### src/rtl/regfile_pkg.sv
// Shared defaults and types for the multi-port scoreboarded register file.
package regfile_pkg;

   localparam int ADDR_WIDTH_DEF = 5;
   localparam int DATA_WIDTH_DEF = 32;
   localparam int X0_IDX         = 0;

   typedef logic [ADDR_WIDTH_DEF-1:0] reg_idx_t;
   typedef logic [DATA_WIDTH_DEF-1:0] data_t;

endpackage

### src/rtl/regfile_wr_sel.sv
// Combinational priority selector: does any enabled write port target idx_i, and with what data.
// Highest-index matching port wins; index 0 never hits.
module regfile_wr_sel
   import regfile_pkg::*;
#(
   parameter int ADDR_WIDTH = ADDR_WIDTH_DEF,
   parameter int DATA_WIDTH = DATA_WIDTH_DEF,
   parameter int NUM_WR     = 2
) (
   input  logic [ADDR_WIDTH-1:0]        idx_i,
   input  logic [NUM_WR-1:0]            we_i,
   input  logic [NUM_WR*ADDR_WIDTH-1:0] rw_i,
   input  logic [NUM_WR*DATA_WIDTH-1:0] wdata_i,
   output logic                         hit_o,
   output logic [DATA_WIDTH-1:0]        data_o
);

   always_comb begin
      hit_o  = 1'b0;
      data_o = '0;
      // Ascending scan so a later (higher-index) match overrides earlier ones.
      for (int k = 0; k < NUM_WR; k++) begin
         if (we_i[k] && (rw_i[k*ADDR_WIDTH +: ADDR_WIDTH] == idx_i) &&
             (idx_i != ADDR_WIDTH'(X0_IDX))) begin
            hit_o  = 1'b1;
            data_o = wdata_i[k*DATA_WIDTH +: DATA_WIDTH];
         end
      end
   end

endmodule

### src/rtl/regfile_mp_sb.sv
// Multi-port register file with per-register busy scoreboard; reads are zero-latency, writes land on the edge.
// Same-cycle write forwarding to read ports is enabled by defining REGFILE_MP_BYPASS_EN.
module regfile_mp_sb
   import regfile_pkg::*;
#(
   parameter int ADDR_WIDTH = ADDR_WIDTH_DEF,
   parameter int DATA_WIDTH = DATA_WIDTH_DEF,
   parameter int NUM_RD     = 4,
   parameter int NUM_WR     = 2
) (
   input  logic                         clk_i,
   input  logic                         rst_i,
   input  logic [NUM_WR-1:0]            we_i,
   input  logic [NUM_WR*ADDR_WIDTH-1:0] rw_i,
   input  logic [NUM_WR*DATA_WIDTH-1:0] wdata_i,
   input  logic                         alloc_i,
   input  logic [ADDR_WIDTH-1:0]        alloc_rd_i,
   input  logic [NUM_RD*ADDR_WIDTH-1:0] ra_i,
   output logic [NUM_RD*DATA_WIDTH-1:0] rdata_o,
   output logic [NUM_RD-1:0]            rready_o,
   output logic [2**ADDR_WIDTH-1:0]     busy_o
);

   localparam int NREG = 2**ADDR_WIDTH;

   logic [DATA_WIDTH-1:0] regs_q [1:NREG-1];
   logic [DATA_WIDTH-1:0] regs_d [1:NREG-1];
   logic [NREG-1:1]       busy_q;
   logic [NREG-1:1]       busy_d;
   logic [NREG-1:1]       wr_hit;
   logic [DATA_WIDTH-1:0] wr_dat [1:NREG-1];
   logic [NUM_RD-1:0]     byp_hit;
   logic [DATA_WIDTH-1:0] byp_dat [NUM_RD];

   for (genvar i = 1; i < NREG; i++) begin : g_wsel
      regfile_wr_sel #(
         .ADDR_WIDTH (ADDR_WIDTH),
         .DATA_WIDTH (DATA_WIDTH),
         .NUM_WR     (NUM_WR)
      ) u_wr_sel (
         .idx_i   (ADDR_WIDTH'(i)),
         .we_i    (we_i),
         .rw_i    (rw_i),
         .wdata_i (wdata_i),
         .hit_o   (wr_hit[i]),
         .data_o  (wr_dat[i])
      );
   end

`ifdef REGFILE_MP_BYPASS_EN
   for (genvar p = 0; p < NUM_RD; p++) begin : g_byp
      regfile_wr_sel #(
         .ADDR_WIDTH (ADDR_WIDTH),
         .DATA_WIDTH (DATA_WIDTH),
         .NUM_WR     (NUM_WR)
      ) u_byp_sel (
         .idx_i   (ra_i[p*ADDR_WIDTH +: ADDR_WIDTH]),
         .we_i    (we_i),
         .rw_i    (rw_i),
         .wdata_i (wdata_i),
         .hit_o   (byp_hit[p]),
         .data_o  (byp_dat[p])
      );
   end
`else
   assign byp_hit = '0;
   for (genvar p = 0; p < NUM_RD; p++) begin : g_nobyp
      assign byp_dat[p] = '0;
   end
`endif

   // Alloc is applied after writes so a same-cycle alloc leaves the register pending.
   always_comb begin
      regs_d = regs_q;
      busy_d = busy_q;
      for (int i = 1; i < NREG; i++) begin
         if (wr_hit[i]) begin
            regs_d[i] = wr_dat[i];
            busy_d[i] = 1'b0;
         end
      end
      if (alloc_i && (alloc_rd_i != ADDR_WIDTH'(X0_IDX))) begin
         busy_d[alloc_rd_i] = 1'b1;
      end
   end

   always_ff @(posedge clk_i) begin
      if (rst_i) begin
         for (int i = 1; i < NREG; i++) begin
            regs_q[i] <= '0;
         end
         busy_q <= '0;
      end else begin
         regs_q <= regs_d;
         busy_q <= busy_d;
      end
   end

   always_comb begin
      logic [ADDR_WIDTH-1:0] ra;
      ra       = '0;
      rdata_o  = '0;
      rready_o = '0;
      for (int p = 0; p < NUM_RD; p++) begin
         ra = ra_i[p*ADDR_WIDTH +: ADDR_WIDTH];
         if (byp_hit[p]) begin
            rdata_o[p*DATA_WIDTH +: DATA_WIDTH] = byp_dat[p];
            rready_o[p]                         = 1'b1;
         end else if (ra == ADDR_WIDTH'(X0_IDX)) begin
            rdata_o[p*DATA_WIDTH +: DATA_WIDTH] = '0;
            rready_o[p]                         = 1'b1;
         end else begin
            rdata_o[p*DATA_WIDTH +: DATA_WIDTH] = regs_q[ra];
            rready_o[p]                         = ~busy_q[ra];
         end
      end
   end

   assign busy_o = {busy_q, 1'b0};

endmodule

### config.mk
export PLATFORM = sky130hd
export DESIGN_NAME = regfile_mp_sb
export DESIGN_NICKNAME = d
export VERILOG_FILES = /design/src/rtl/regfile_pkg.sv /design/src/rtl/regfile_wr_sel.sv /design/src/rtl/regfile_mp_sb.sv
export SDC_FILE = /design/constraint.sdc
export NUM_CORES = 2
export LEC_CHECK = 0
export BUFFER_PORTS_ARGS = -buffer_cell sky130_fd_sc_hd__buf_2
export CELL_PAD_IN_SITES_DETAIL_PLACEMENT = 1
export CELL_PAD_IN_SITES_GLOBAL_PLACEMENT = 2
export CORE_MARGIN = 2
export CORE_UTILIZATION = 47
export DETAILED_ROUTE_END_ITERATION = 8
export PLACE_DENSITY_LB_ADDON = 0.1
export SYNTH_ARGS = -nofsm -noshare
export SYNTH_HDL_FRONTEND = slang
export SYNTH_HIERARCHICAL = 1
export SYNTH_SLANG_ARGS = --single-unit
### constraint.sdc
create_clock -name clk_i -period 4.7 [get_ports clk_i]
set_input_delay 0.47 -clock clk_i [delete_from_list [all_inputs] [get_ports clk_i]]
set_output_delay 0.47 -clock clk_i [all_outputs]
set_load 0.05 [all_outputs]
== Word level (Yosys, flattened, before mapping) ==
Cells that the tools add are included.

* Register bits: 1023
* Output and inout bits: 164
* Input port bits: 104
* Logic and storage cells: 368

* Equal/unequal tests: 62
* Magnitude comparators: 10
* Bitwise operators: 9
* Reduce and logical (&&, ||, !) cells: 69
* Multiplexer cells: 186

{| class="wikitable"
|+ Operators with widths
! kind !! number
|-
| 32-bit two-way mux || 74
|-
| 32-bit binary-select mux with 5-bit select || 4
|-
| 5-bit == test (second input constant) || 32
|-
| 1-bit two-way mux || 102
|-
| 5-bit by 4-bit == test with 1-bit output (second input constant) || 16
|-
| 1-bit logical AND || 64
|-
| 5-bit by 3-bit == test with 1-bit output (second input constant) || 8
|-
| 31-bit two-way mux || 1
|-
| 31-bit OR || 1
|-
| 5-bit by 6-bit < comparator with 1-bit output (second input constant) || 5
|-
| 6-bit greater-or-equal comparator (second input constant) || 4
|-
| 5-bit NOT with 6-bit output || 4
|-
| 1-bit binary-select mux with 5-bit select || 4
|-
| 5-bit by 2-bit == test with 1-bit output (second input constant) || 4
|-
| 5-bit zero test || 4
|-
| 5-bit by 1-bit == test with 1-bit output (second input constant) || 2
|-
| 1-bit demux with 5-bit select || 1
|-
| 5-bit by 1-bit greater-or-equal comparator with 1-bit output (second input constant) || 1
|-
| 5-bit nonzero test || 1
|-
| 1-bit NOT || 4
|}

== Longest topological paths before layout ==
* Word-level depth: 7
* Gate-level depth with buffers: 10
* Depth with buffers taken out: 7

== Cells and area by module ==
Netlist, hierarchy kept.

{| class="wikitable"
|+ By module, submodules not included
! module !! times used !! cells an instance !! area an instance (um^2) !! seq. area each (um^2)
|-
| regfile_mp_sb || 1 || 6324 || 68578.3 || 20479.6
|-
| regfile_wr_sel || 31 || 95 || 974.7 || 0.0
|}

== Least setup slack after synthesis ==
Ideal clock, no wire load.

* Path kind: input-to-output
* Start point: input port ra_i[10]
* End point: output port rready_o[2]
* Setup slack: 958 ps
* Buffers on the path: 2
* Required time: 4230 ps
* Stages on the path: 6
* Arrival time: 3272 ps
* Path through: buf_2 -> clkbuf_1 -> mux4_2 -> nand2_1 -> o21ai_0 -> o311ai_0

* Longest elaborated chain between the ends: 4
* Elaborated cells between the ends (all ways): 5
* Classes of those cells: 3 x mux; 1 x bitwise; 1 x reduce/logical

{| class="wikitable"
|+ Ends and longest elaborated chain
! what !! RTL line !! text
|-
| start, declared || regfile_mp_sb.sv:18 || <nowiki>input logic [NUM_RD*ADDR_WIDTH-1:0] ra_i,</nowiki>
|-
| 1-bit binary-select mux with 5-bit select || regfile_mp_sb.sv:114 || <nowiki>rready_o[p] = ~busy_q[ra];</nowiki>
|-
| 1-bit two-way mux (not written as such) || regfile_mp_sb.sv:114 ||
|-
| 1-bit NOT || regfile_mp_sb.sv:114 ||
|-
| 1-bit two-way mux (*) || regfile_mp_sb.sv:109 || <nowiki>end else if (ra == ADDR_WIDTH'(X0_IDX)) begin</nowiki>
|-
| end, declared || regfile_mp_sb.sv:20 || <nowiki>output logic [NUM_RD-1:0] rready_o,</nowiki>
|}

Every way passes the cells marked *; elsewhere a longest branch is shown, timed or not. The select of a mux whose other input is x is not followed.

== Worst setup path in the final report ==
* Start point: input port ra_i[5]
* End point: output port rdata_o[52]

* Longest elaborated chain between the ends: 5
* Elaborated cells between the ends (all ways): 6
* Classes of those cells: 4 x mux; 1 x bitwise; 1 x reduce/logical

{| class="wikitable"
|+ Ends and longest elaborated chain
! what !! RTL line !! text
|-
| 5-bit NOT with 6-bit output (not written as such) || regfile_mp_sb.sv:113 || <nowiki>rdata_o[p*DATA_WIDTH +: DATA_WIDTH] = regs_q[ra];</nowiki>
|-
| 32-bit binary-select mux with 5-bit select || regfile_mp_sb.sv:113 ||
|-
| 32-bit two-way mux (not written as such) (2 in a row) || regfile_mp_sb.sv:113 ||
|-
| 32-bit two-way mux (*) || regfile_mp_sb.sv:109 ||
|-
| end, declared || regfile_mp_sb.sv:19 || <nowiki>output logic [NUM_RD*DATA_WIDTH-1:0] rdata_o,</nowiki>
|}

Marked as above.

==> results.toml <==
[die]
fp.dieW_um = 462
die_area_sq_um = 214000
std_cell_rows = 168
core-area_sq_um = 209000
dieHeight_um = 462
pin_count = 268
start_util_pct = 47.2

[sta]
setup_viol = 0
whs_ns = 0.0568
rsz0062_at_grt = "no"
skew_ns = 0
fmax_ghz = 0.234
report.final.slew_viol_count = 17
fin_crit_sh_pct = 91.1
hold_viol = 0
tns_ns = 0
layout_min_cycle_time_ns = 4.28
worst_slew_pin_slew_ns = 1.58
maxSlewHeadroom_pct = -5.04

[route]
drc_errors = 0
vias = 102000
antenna_left = 0
drt-total-wl_um = 649000
drtIter0Drc = 17900
via_per_inst = 8.12
wl_per_cell_um = 51.8
first_pass_iters = 7

[grt]
grt_pass1_vias = 97400
grt_pass1_wl_um = 863000
antenna_found_initial = 90
grt_start_max_net_pins = 120
overflow = 0
grt_use_total_pct = 58.3

[placed_design]
numPortBuffers = 266
place_inst = 12200
dpl.hpwl_um = 415000
gp_congestion = 1.06
place_area_sq_um = 106000

[layout]
drive_above_1_share_pct = 30.3
fin_cells = 12500
stdcell_area_sq_um = 111000
fin_util_pct = 53.0
nNetsFinal = 9654
area_growth_pct = 12.3

[logic_synthesis]
ys_async_sr_fraction_pct = 0
seq_area_frac_synth_pct = 20.7
synth-edff-count = 0
ys_top_cells_by_area = "dfxtp_1, mux2i_1, mux4_2, mux2_4, nor4b_1"
synth.distinct_cells = 52
syn_area_sq_um = 98800
synth_commonest_cells = "mux2i_1, nor2_1, dfxtp_1, nor4b_1, mux2_4"
synth_top_area_cell = "dfxtp_1"
synth_top_area_share_pct = 20.7
syn_inst = 9269
synth.most_common_cell = "mux2i_1"
syn_avg_cell_area_sq_um = 10.7
ys_warn_count = 6
synth_top_flop_cell = "dfxtp_1"
synth_seq_cells = 1023

[power_and_ir_drop]
power_density_nw_per_um2 = 250
ir_drop_v = 0.000422
p_leak_uw = 0.0408

[outcome]
status = "finished with violations"
violations = "capacitance limit, slew limit"

[critical_path]
path_class = "in -> out"
critPathRequiredTime_ns = 4.23
worst_setup_path_start_kind = "input port"
endpoint_kind = "output port"
worstPathArrival_ns = 3.81
crit_fanout = 43

[cts]
cts_setup_buffers = 0
numCtsBuffers = 141
cts_tree = "done"
htree_levels = 4
clock_sinks = 1023
postCtsHoldBufs = 0
clockRootBuffer = "clkbuf_16"
clock_latency_ns = 0.85
clockBufferDepth = 3
clk_pin_slew_ns = 0.06
ctsResizeCount = 0

[run]
maxCapViolCount = 2

[worst_hold_path]
min_path_type = "in -> reg"
[report_power, final]
part	switching, uW	internal (uW)
logic	5260	1950
registers	26.6	8680
clock network	4940	6920
total	10200	17500
[kinds of logic after synthesis]
kind of cell              count (synthesis)  synth area share, %
AOI/OAI and AO/OA                       920                 6.75
DFF                                    1023                 20.7
other                                     2              0.00760
buffers and inverters                  1077                 5.69
muxes                                  3404                 48.0
xor gates and xnor gates                310                 2.75
and+or+nand+nor                        2533                 16.1
[through the flow]
stage | setup WS [ns] | power, uW
floorplan | 0.958 | 12300
global placement | 0.710 | 15400
detailed placement | 0.743 | 15400
CTS | 0.730 | 27000
global route | 0.614 | 27700
finish | 0.420 | 27800
[final timing paths]
kind	startpoint	endpoint	slack, ns	depth (start not counted)
min	rst_i	regs_q[334]	0.06	2
max	ra_i[5]	rdata_o[52]	0.42	7
min reg2reg	regs_q[27]	regs_q[27]	0.56	2
max reg2reg	busy_q[4]	busy_q[4]	3.65	3
[worst max-delay path, stage by stage]
cell and delay, ns:
buf_8 0.20, nor2_4 1.19, buf_4 0.38, a22oi_1 0.15, nand3_1 0.14, nand4_1 0.51, buf_2 0.44
[layout by cell type (no fill, tap or decap), types with 34 or more instances in the layout]
cell       Yosys  routed
mux2i_1     1654    1654
nor2_1      1061    1059
dfxtp_1     1023    1023
nor4b_1      961     961
mux2_4       899     899
mux4_2       692     692
conb_1         2     466
buf_4         68     384
a22oi_1      267     267
xnor2_1      248     248
buf_2        155     215
mux2_2       159     159
a21oi_1      153     151
clkbuf_16      0     147
buf_12         0     131
o22ai_1      117     117
a221oi_1     120     117
nand2b_1     117     106
o211ai_1     103     103
o221ai_1     100     100
nand4_1       71      71
or4_4         62      62
xor2_1        62      62
diode_2        0      58
nand3_1       52      49
nor3_1        42      40
nor2_4        32      34
[cell type report]
type,instances,area [sq um]
multi-input cells,7633,75200
clock buffers,204,4220
inverters,5,18.8
repair buffers,746,6800
diodes,58,145
clock inverters,42,577
well taps,2805,3510
flip-flops and latches,1023,20500
fillers,22400,98500
[metal layers]
layer	part of all wire (%)	wire, um	track usage, %
met3	17	108000	32.8
met5	0.18	1140	3.59
met4	11	72900	53.1
met2	37	243000	75.1
met1	34	223000	67.2
[flip-flops by register name (all words and copies together), names as in the netlist]
register / count
regs_q: 992
busy_q: 31
No activity file was read; power rests on OpenSTA's default activity.
